### config.mk
export PLATFORM = sky130hd
export DESIGN_NAME = instruction_fetch
export DESIGN_NICKNAME = d
export VERILOG_FILES = /design/src/rtl/fetch_pkg.sv /design/src/rtl/fetch_queue2.sv /design/src/rtl/instruction_fetch.sv
export SDC_FILE = /design/constraint.sdc
export NUM_CORES = 1
export LEC_CHECK = 0
export ABC_CLOCK_PERIOD_IN_PS = 5650
export BUFFER_PORTS_ARGS = -buffer_cell sky130_fd_sc_hd__buf_2
export CORE_ASPECT_RATIO = 1.25
export CORE_MARGIN = 5
export CORE_UTILIZATION = 59
export CTS_CLUSTER_DIAMETER = 40
export DETAILED_ROUTE_END_ITERATION = 8
export PLACE_DENSITY = 0.93
export RECOVER_POWER = 50
export SYNTH_ARGS = -nofsm -noshare
export SYNTH_HDL_FRONTEND = slang
export SYNTH_SLANG_ARGS = --single-unit
### constraint.sdc
create_clock -name clock -period 5.65 [get_ports clock]
set_clock_uncertainty 0.2 [all_clocks]
set_input_delay 0.565 -clock clock [delete_from_list [all_inputs] [get_ports clock]]
set_output_delay 0.565 -clock clock [all_outputs]
set_load 0.03 [all_outputs]
### src/rtl/fetch_pkg.sv
// fetch_pkg: shared widths, reset PC, NOP word and queue entry type for the fetch stage
package fetch_pkg;
  localparam int ADDR_W = 12;
  localparam int RESET_PC = 0;
  localparam logic [31:0] NOP_WORD = 32'h0;
  typedef struct packed {
    logic [31:0]       instr;
    logic [ADDR_W-1:0] pc;
  } fetch_entry_t;
endpackage

### src/rtl/fetch_queue2.sv
// fetch_queue2: 2-entry FIFO of fetched words with synchronous flush and head/count outputs
module fetch_queue2
  import fetch_pkg::*;
#(
  parameter type entry_t = fetch_entry_t
) (
  input  logic       clk_i,
  input  logic       rst_ni,
  input  logic       push_i,
  input  entry_t     push_data_i,
  input  logic       pop_i,
  input  logic       flush_i,
  output logic [1:0] count_o,
  output entry_t     head_o
);
  entry_t     mem_q [2];
  logic       rd_ptr_q, wr_ptr_q;
  logic [1:0] count_q, count_d;
  logic       do_push, do_pop;
  assign do_push = push_i & ~flush_i;
  assign do_pop  = pop_i & (count_q != 2'd0) & ~flush_i;
  assign count_d = flush_i ? 2'd0 : count_q + {1'b0, do_push} - {1'b0, do_pop};
  assign count_o = count_q;
  assign head_o  = mem_q[rd_ptr_q];
  always_ff @(posedge clk_i or negedge rst_ni) begin
    if (!rst_ni) begin
      mem_q[0] <= '0;
      mem_q[1] <= '0;
      rd_ptr_q <= 1'b0;
      wr_ptr_q <= 1'b0;
      count_q  <= 2'd0;
    end else begin
      count_q <= count_d;
      if (flush_i) begin
        rd_ptr_q <= 1'b0;
        wr_ptr_q <= 1'b0;
      end else begin
        if (do_push) begin
          mem_q[wr_ptr_q] <= push_data_i;
          wr_ptr_q        <= ~wr_ptr_q;
        end
        if (do_pop) rd_ptr_q <= ~rd_ptr_q;
      end
    end
  end
  // The parent's credit rule must never let a response land in a full queue
  assert property (@(posedge clk_i) disable iff (!rst_ni) !(do_push && count_q == 2'd2));
endmodule

### src/rtl/instruction_fetch.sv
// instruction_fetch: PC sequencing, synchronous imem access and a 2-deep output queue
// feeding the decoder over valid/ready, with redirect flush.
module instruction_fetch
  import fetch_pkg::*;
#(
  parameter int                ADDR_W   = fetch_pkg::ADDR_W,
  parameter logic [ADDR_W-1:0] RESET_PC = ADDR_W'(fetch_pkg::RESET_PC),
  parameter int                DEPTH    = 2
) (
  input  logic              clock,
  input  logic              reset,
  output logic [ADDR_W-1:0] imem_addr,
  input  logic [31:0]       imem_q,
  input  logic              redirect_valid,
  input  logic [ADDR_W-1:0] redirect_pc,
  output logic              out_valid,
  input  logic              out_ready,
  output logic [31:0]       out_instruction,
  output logic [ADDR_W-1:0] out_pc,
  output logic [ADDR_W-1:0] out_pc_plus1
);
  typedef struct packed {
    logic [31:0]       instr;
    logic [ADDR_W-1:0] pc;
  } entry_t;
  logic [ADDR_W-1:0] fetch_pc_q, fetch_pc_d, inflight_pc_q, inflight_pc_d;
  logic              inflight_q, inflight_d;
  logic [1:0]        count;
  logic [2:0]        occupancy;
  logic              pop, push, issue;
  entry_t            head, resp;
  assign pop       = out_valid & out_ready;
  // Words queued plus the one in flight, net of this cycle's pop, must leave room for another
  assign occupancy = {1'b0, count} + {2'b0, inflight_q} - {2'b0, pop};
  assign issue     = ~redirect_valid & (occupancy < 3'(DEPTH));
  assign push      = inflight_q & ~redirect_valid;
  assign resp      = '{instr: imem_q, pc: inflight_pc_q};
  always_comb begin
    fetch_pc_d    = redirect_valid ? redirect_pc : issue ? fetch_pc_q + ADDR_W'(1) : fetch_pc_q;
    inflight_d    = issue;
    inflight_pc_d = issue ? fetch_pc_q : inflight_pc_q;
  end
  always_ff @(posedge clock or negedge reset) begin
    if (!reset) begin
      fetch_pc_q    <= RESET_PC;
      inflight_q    <= 1'b0;
      inflight_pc_q <= '0;
    end else begin
      fetch_pc_q    <= fetch_pc_d;
      inflight_q    <= inflight_d;
      inflight_pc_q <= inflight_pc_d;
    end
  end
  fetch_queue2 #(.entry_t(entry_t)) u_queue (
    .clk_i      (clock),
    .rst_ni     (reset),
    .push_i     (push),
    .push_data_i(resp),
    .pop_i      (pop),
    .flush_i    (redirect_valid),
    .count_o    (count),
    .head_o     (head)
  );
  assign imem_addr       = fetch_pc_q;
  assign out_valid       = count != 2'd0;
  assign out_instruction = out_valid ? head.instr : NOP_WORD;
  assign out_pc          = out_valid ? head.pc : '0;
  assign out_pc_plus1    = out_valid ? head.pc + ADDR_W'(1) : '0;
endmodule

; ---- Word level (Yosys, flattened, before mapping)
; Cells that the tools add are included.
[word_totals]
ff_bits = 117
output_inout_bits = 69
wordCells = 53
[classes]
add_sub_neg = 6
magnitude_cmp = 4
mux = 16
n_bitwise = 11
n_reduce_logical = 6
[op_table]
columns = operator, count
row1 = 44-bit two-way mux, 4
row2 = 88-bit bitwise mux, 1
row3 = 12-bit two-way mux, 4
row4 = 44-bit demux with 1-bit select, 1
row5 = 32-bit two-way mux, 1
row6 = "12-bit by 1-bit adder with 12-bit output, second input constant", 2
row7 = 2-bit nonzero test, 4
row8 = 1-bit AND, 6
row9 = "2-bit greater-or-equal comparator, second input constant", 2
row10 = 1-bit two-way mux, 4
row11 = 1-bit NOT with 2-bit output, 2
row12 = 2-bit by 1-bit adder with 3-bit output, 1
row13 = "3-bit by 2-bit less-than comparator with 1-bit output, second input constant", 1
row14 = 1-bit NOT, 3
row15 = 3-bit by 1-bit subtractor with 3-bit output, 1
row16 = 2-bit by 1-bit adder with 2-bit output, 1
row17 = "2-bit by 1-bit less-than comparator with 1-bit output, second input constant", 1
row18 = 2-bit two-way mux, 1
row19 = 2-bit AND reduction, 1
row20 = 2-bit by 1-bit subtractor with 2-bit output, 1
row21 = 1-bit logical AND, 1

; ---- Longest topological paths before layout
[depth]
ltp_word = 7
depth_mapped = 11
ltp_nobuf = 11

; ---- By module
; Synthesis repeated with hierarchy kept, for this count alone.
[hier_totals]
cells_unflattened = 450
area_unflattened_um2 = 5834.3
[modules_own_cells]
columns = mod, n_inst, cells_per_inst, area_each_um2
row1 = fetch_queue2, 1, 254, 4036.4
row2 = instruction_fetch, 1, 196, 1798.0

; ---- Worst setup path before layout
; OpenSTA, ideal clock, no wires.
[synth_timing]
path_kind = flip-flop to flip-flop
start = register u_queue.count_q[1] (netlist: u_queue.count_o[1])
end = register fetch_pc_q[10] (netlist: imem_addr[10])
setup_ns = 0.082
t_arrival_ns = 3.177
t_required_ns = 5.368
slack_ns = 2.191
stages_incl_launch_ff = 12
n_path_buf = 1
path_cell_list = dfrtp_1 -> nor2_1 -> inv_1 -> nand2_1 -> inv_1 -> ha_1 -> nand2b_1 -> fa_1 -> buf_1 -> nand3_4 -> or4_1 -> a31oi_1
[synth_between]
elab_chain_cells = 6
word_cells_on_any_way = 7
cone_classes = add/sub (2) / order compare (1) / bitwise (2) / reduce/logical (2)
[synth_lines]
columns = element, line
row1 = from (decl), fetch_queue2.sv:18  ; logic [1:0] count_q, count_d;
row2 = from (signal assigned), fetch_queue2.sv:33  ; count_q <= count_d;
row3 = 2-bit nonzero test, instruction_fetch.sv:65  ; assign out_valid = count != 2'd0;
row4 = via out_valid, instruction_fetch.sv:16  ; output logic out_valid,
row5 = 1-bit AND, instruction_fetch.sv:32  ; assign pop = out_valid & out_ready;
row6 = 3-bit by 1-bit subtractor with 3-bit output, instruction_fetch.sv:34  ; assign occupancy = {1'b0, count} + {2'b0, inflight_q} - {2'b0, pop};
row7 = 3-bit by 2-bit less-than comparator with 1-bit output, instruction_fetch.sv:35  ; assign issue = ~redirect_valid & (occupancy < 3'(DEPTH));
row8 = 1-bit AND, instruction_fetch.sv:35
row9 = 2-bit nonzero test (no source line), n/a
row10 = to (signal assigned), instruction_fetch.sv:49  ; fetch_pc_q <= fetch_pc_d;
row11 = to (decl), instruction_fetch.sv:26  ; logic [ADDR_W-1:0] fetch_pc_q, fetch_pc_d, inflight_pc_q, inflight_pc_d;
; The timed path passes the listed nets, and every way through them passes these cells.
; A chain may end at the register's enable or synchronous reset.

; ---- Worst setup path in the final report
[layout_timing]
start = register u_queue.count_q[1] (netlist: u_queue.count_o[1])
end = register inflight_pc_q[9]
[layout_between]
elab_chain_cells = 5
word_cells_on_any_way = 6
cone_classes = add/sub (2) / order compare (1) / bitwise (2) / reduce/logical (1)
[layout_lines]
columns = element, line
row1 = "parallel branches: the longest is 2 deep, another holds 2-bit by 1-bit adder with 3-bit output", n/a
row2 = 3-bit by 1-bit subtractor with 3-bit output (*), instruction_fetch.sv:34
row3 = 3-bit by 2-bit less-than comparator with 1-bit output (*), instruction_fetch.sv:35
row4 = 1-bit AND (*), instruction_fetch.sv:35
row5 = to (signal assigned), instruction_fetch.sv:51  ; inflight_pc_q <= inflight_pc_d;
row6 = to (decl), instruction_fetch.sv:26
; Every way passes the cells marked *.

==> impl_summary.txt <==
----------------------------------------------------
[Synth]
  Yosys warns ... 0
  Distinct cells, synth ... 43
  Share of async-settable or async-resettable flops after synthesis ... 100.0%
  Post-Synthesis Cells ... 459
  Number of nets produced by synthesis ... 513
  Share of the yosys chip area belonging to registers ... about half
  Number of register bits inferred by synthesis ... about 120
  Post-synthesis cell area ... between 0.005 and 0.006 mm2
  Post-Syn Area per Cell ... roughly 12 um2
  Number of flops mapped to enable cells by yosys ... 0
  Most used flip-flop cell after synthesis ... sky130_fd_sc_hd__dfrtp_1

[GRT]
  GR Util All Layers ... about 23%
  Initial antenna violation count ... 1
  Vias in the first global route ... around 4300
  Wire length of the first global-routing pass ... between 20000 and 25000 um
  Grt total ovfl ... 0
  Pin count of the biggest net entering global routing ... 62

[STA]
  Part of the cycle the worst path needs ... a little under three quarters
  Relative max-transition margin ... -96.61%
  Setup violations, final ... 0
  Final number of hold-violating endpoints ... 0
  Unrepaired setup endpoints after global routing ... false
  Max-slew violation count ... between 100 and 150
  Transition time of the tightest slew-check pin ... ~2900 ps
  Fmax ... approximately 250 MHz
  Setup TNS Final ... 0 ps
  Shortest period the worst path allows ... 4018 ps

[Clock tree]
  Clock tree from TritonCTS ... yes
  Post-CTS clock slew at the launch and capture registers of the worst setup and hold paths ... 50 ps
  Htree depth ... 4
  Insertion delay to the later sink of the worst-skew pair ... around 400 ps
  Count of cells resized by post-cts repair ... 0
  Clock buffer count from CTS ... 17
  Hold-fix buffers, CTS ... 0
  Clock sink count ... between 100 and 150
  Clock root cell ... sky130_fd_sc_hd__clkbuf_16
  Post-CTS repair timing setup buffer count ... 0
  Buffer depth of the longest clock path ... 2

[Floorplanning]
  Count of boundary I/O pins ... between 100 and 150
  Total Die Area ... between 0.01 and 0.015 mm2
  Effective utilization at floorplan ... around 60%
  Number of standard-cell rows in the floorplan ... 40
  Die Width ... a little under 100 um
  Die height ... 119.7 um
  Core ar. ... between 0.009 and 0.01 mm2

[Cells and area]
  Cell area after layout ... 0.006848 mm2
  Share of the core filled with cells in the final layout ... around 72%
  Non-Filler Instances ... 708
  Fillcell total ... 644
  Multi-input combinational cell area ... around 0.0026 mm2
  Synth-to-Final Area Change ... 20.63%
  Area of all sequential standard cells ... just under 0.003 mm2
  Fraction of final layout cells sized beyond drive strength 1 ... roughly two fifths
  Nets@finish ... roughly 630

[Setup path]
  Kind of capture point of the worst setup path ... register
  CP Class ... register to register
  Worst-path fanout max ... 52
  Sort of element at the start of the critical path ... register
  Required time worst endpoint ... 5730 ps
  Flop-to-flop setup slack ... about 1600 ps
  Data arrival time of the critical path ... between 4000 and 5000 ps

[Power and ir drop]
  Part of the total power dissipated in sequential elements ... between 30 and 40%
  Cell internal power dissipation ... 0.002716 W
  Switch share ... about two fifths
  Power per Cell Area ... between 600 and 700 mW/mm2
  Fraction of power consumed by the clock network ... 21.2%
  Leakage Power ... about 3.2 nW
  Peak supply drop ... approximately 0.38 mV
  Power dissipated by switching net loads ... 0.001853 W
  Part of the power in combinational logic ... a little under half

[Placement]
  Placed cell area ... ~0.0063 mm2
  Final weighted congestion in routability-driven placement ... about 0.9
  Placed wire-length estimate after detailed placement ... approximately 8600 um
  Number of buffers added on ports ... approximately 120
  Placed instance count ... approximately 680

[Run]
  Count of maximum capacitance violations ... 2

[Run status]
  Outcome ... finished with violations
  Failing checks ... max-capacitance violations, max-slew violations

[Drt]
  Total via count after detailed routing ... a little over 4000
  Via density per instance ... ~5.8
  Detailed-router iteration count before antenna repair ... 4
  Routed wire length ... 12840 um
  Average wire per cell in the routed design ... approximately 18 um
  DRC errors left ... 0
  DRC violation total after the first TritonRoute iteration ... ~220
  Antenna Violating Nets Remaining ... 0

[Hold path]
  Worst Hold Class ... input port to register

----------------------------------------------------
==> cells in the mapped netlist, types with 3 or more instances <==
| library cell | instances | area [um2] |
|---|---|---|
| sky130_fd_sc_hd__nor2_1 | 55 | 206.5 |
| sky130_fd_sc_hd__mux2i_1 | 45 | 450.4 |
| sky130_fd_sc_hd__nor4_1 | 4 | 25.02 |
| sky130_fd_sc_hd__o31a_1 | 4 | 35.03 |
| sky130_fd_sc_hd__o21ai_0 | 7 | 35.03 |
| sky130_fd_sc_hd__nand2b_1 | 3 | 18.77 |
| sky130_fd_sc_hd__nor2b_1 | 3 | 18.77 |
| sky130_fd_sc_hd__buf_2 | 16 | 80.08 |
| sky130_fd_sc_hd__dfrtp_1 | 117 | 2928 |
| sky130_fd_sc_hd__xnor2_1 | 3 | 26.28 |
| sky130_fd_sc_hd__nand4_1 | 5 | 31.28 |
| sky130_fd_sc_hd__and2_1 | 4 | 25.02 |
| sky130_fd_sc_hd__nand3b_1 | 3 | 22.52 |
| sky130_fd_sc_hd__or4_1 | 3 | 22.52 |
| sky130_fd_sc_hd__clkbuf_1 | 7 | 26.28 |
| sky130_fd_sc_hd__mux2_2 | 100 | 1126 |
| sky130_fd_sc_hd__nor3_1 | 5 | 25.02 |
| sky130_fd_sc_hd__inv_1 | 9 | 33.78 |
| sky130_fd_sc_hd__xor2_1 | 9 | 78.83 |
| sky130_fd_sc_hd__ha_1 | 5 | 62.56 |
| sky130_fd_sc_hd__nand2_1 | 15 | 56.30 |
| sky130_fd_sc_hd__nand3_1 | 8 | 40.04 |
==> cell families (layout without fill, tap and decap cells) <==
logic type / count (synthesis) / count (layout) / synth area share [%]
AO/OA/AOI/OAI: 24 / 24 / 3.086
XOR/XNOR: 13 / 13 / 2.337
adder cells (fa/ha/maj): 6 / 6 / 1.455
buffers and inverters: 36 / 158 / 3.064
flip-flops: 117 / 117 / 51.58
multiplexers: 147 / 147 / 28.17
other: 0 / 1 / 0
AND/OR/NAND/NOR: 116 / 116 / 10.31
==> critical path, stage by stage (launching register included) <==
cell and delay (ps):
sky130_fd_sc_hd__dfrtp_1 500, sky130_fd_sc_hd__nor2_4 120, sky130_fd_sc_hd__buf_4 460, sky130_fd_sc_hd__inv_1 230
sky130_fd_sc_hd__nand2_1 190, sky130_fd_sc_hd__inv_1 60, sky130_fd_sc_hd__ha_1 260, sky130_fd_sc_hd__nand2b_1 160
sky130_fd_sc_hd__fa_1 450, sky130_fd_sc_hd__xnor2_4 320, sky130_fd_sc_hd__nand3_1 500, sky130_fd_sc_hd__mux2_2 440
==> metrics by stage <==
stage | worst slack, ps | hold WS, ps | power (W)
after floorplan | 2191 | 69.41 | 0.003042
after global placement | 1797 | 286.0 | 0.003475
after detailed placement | 1656 | 294.5 | 0.003591
after CTS | 1625 | 30.09 | 0.004589
after global routing | 754.8 | 185.0 | 0.004826
final | 1632 | 169.6 | 0.004569
==> cells in the final DEF (no fill, tap or decap), types with 8 or more instances in the layout <==
cell type	instances
sky130_fd_sc_hd__nor2_1	54
sky130_fd_sc_hd__buf_2	102
sky130_fd_sc_hd__inv_1	9
sky130_fd_sc_hd__xor2_1	9
sky130_fd_sc_hd__clkbuf_16	17
sky130_fd_sc_hd__mux2i_1	45
sky130_fd_sc_hd__nand3_1	8
sky130_fd_sc_hd__nand2_1	14
sky130_fd_sc_hd__mux2_2	100
sky130_fd_sc_hd__clkbuf_1	16
sky130_fd_sc_hd__dfrtp_1	116
==> path summary, 6_finish.rpt <==
check / start / endpoint / cells past startpoint
setup / recovery: u_queue.count_o[1] / inflight_pc_q[9] / 11
hold / removal: redirect_pc[0] / imem_addr[0] / 3
setup reg to reg: u_queue.count_o[1] / inflight_pc_q[9] / 11
hold reg to reg: u_queue.mem_q[24] / u_queue.mem_q[24] / 1
max in group asynchronous: reset / u_queue.mem_q[20] / 2
min in group asynchronous: reset / u_queue.mem_q[79] / 1
==> registers in the layout, summed over array words and instances (netlist names) <==
signal / count
imem_addr: 12
u_queue.mem_q: 88
u_queue.wr_ptr_q: 1
inflight_pc_q: 12
inflight_q: 1
u_queue.count_o: 2
u_queue.rd_ptr_q: 1
==> cell type report <==
type	count	area share [%]
diodes	1	0.03654
clock buffers	25	7.674
clock inverters	4	0.2923
inverters	9	0.4933
multi-input cells	306	37.86
flip-flops and latches	117	42.77
well taps	126	2.302
repair buffers	120	8.569
==> power by group through the flow <==
stage	Combinational [W]	Clock, W	Sequential, W
3_3_place_gp	0.00198	0	0.00149
4_1_cts	0.00208	0.000979	0.00153
2_1_floorplan	0.00159	0	0.00145
3_5_place_dp	0.00206	0	0.00153
6_report	0.00207	0.000967	0.00154
5_1_grt	0.00221	0.00103	0.00159
==> per-layer routing <==
layer | vias up | global-route usage [%] | routed length [um]
met5 | - | 0 | 0
met4 | 0 | 9.351 | 308
met3 | 28 | 6.279 | 701
met2 | 144 | 38.08 | 6657
met1 | 2062 | 27.85 | 5172
li1 | 1840 | - | -
(Power assumes the default switching activity.)
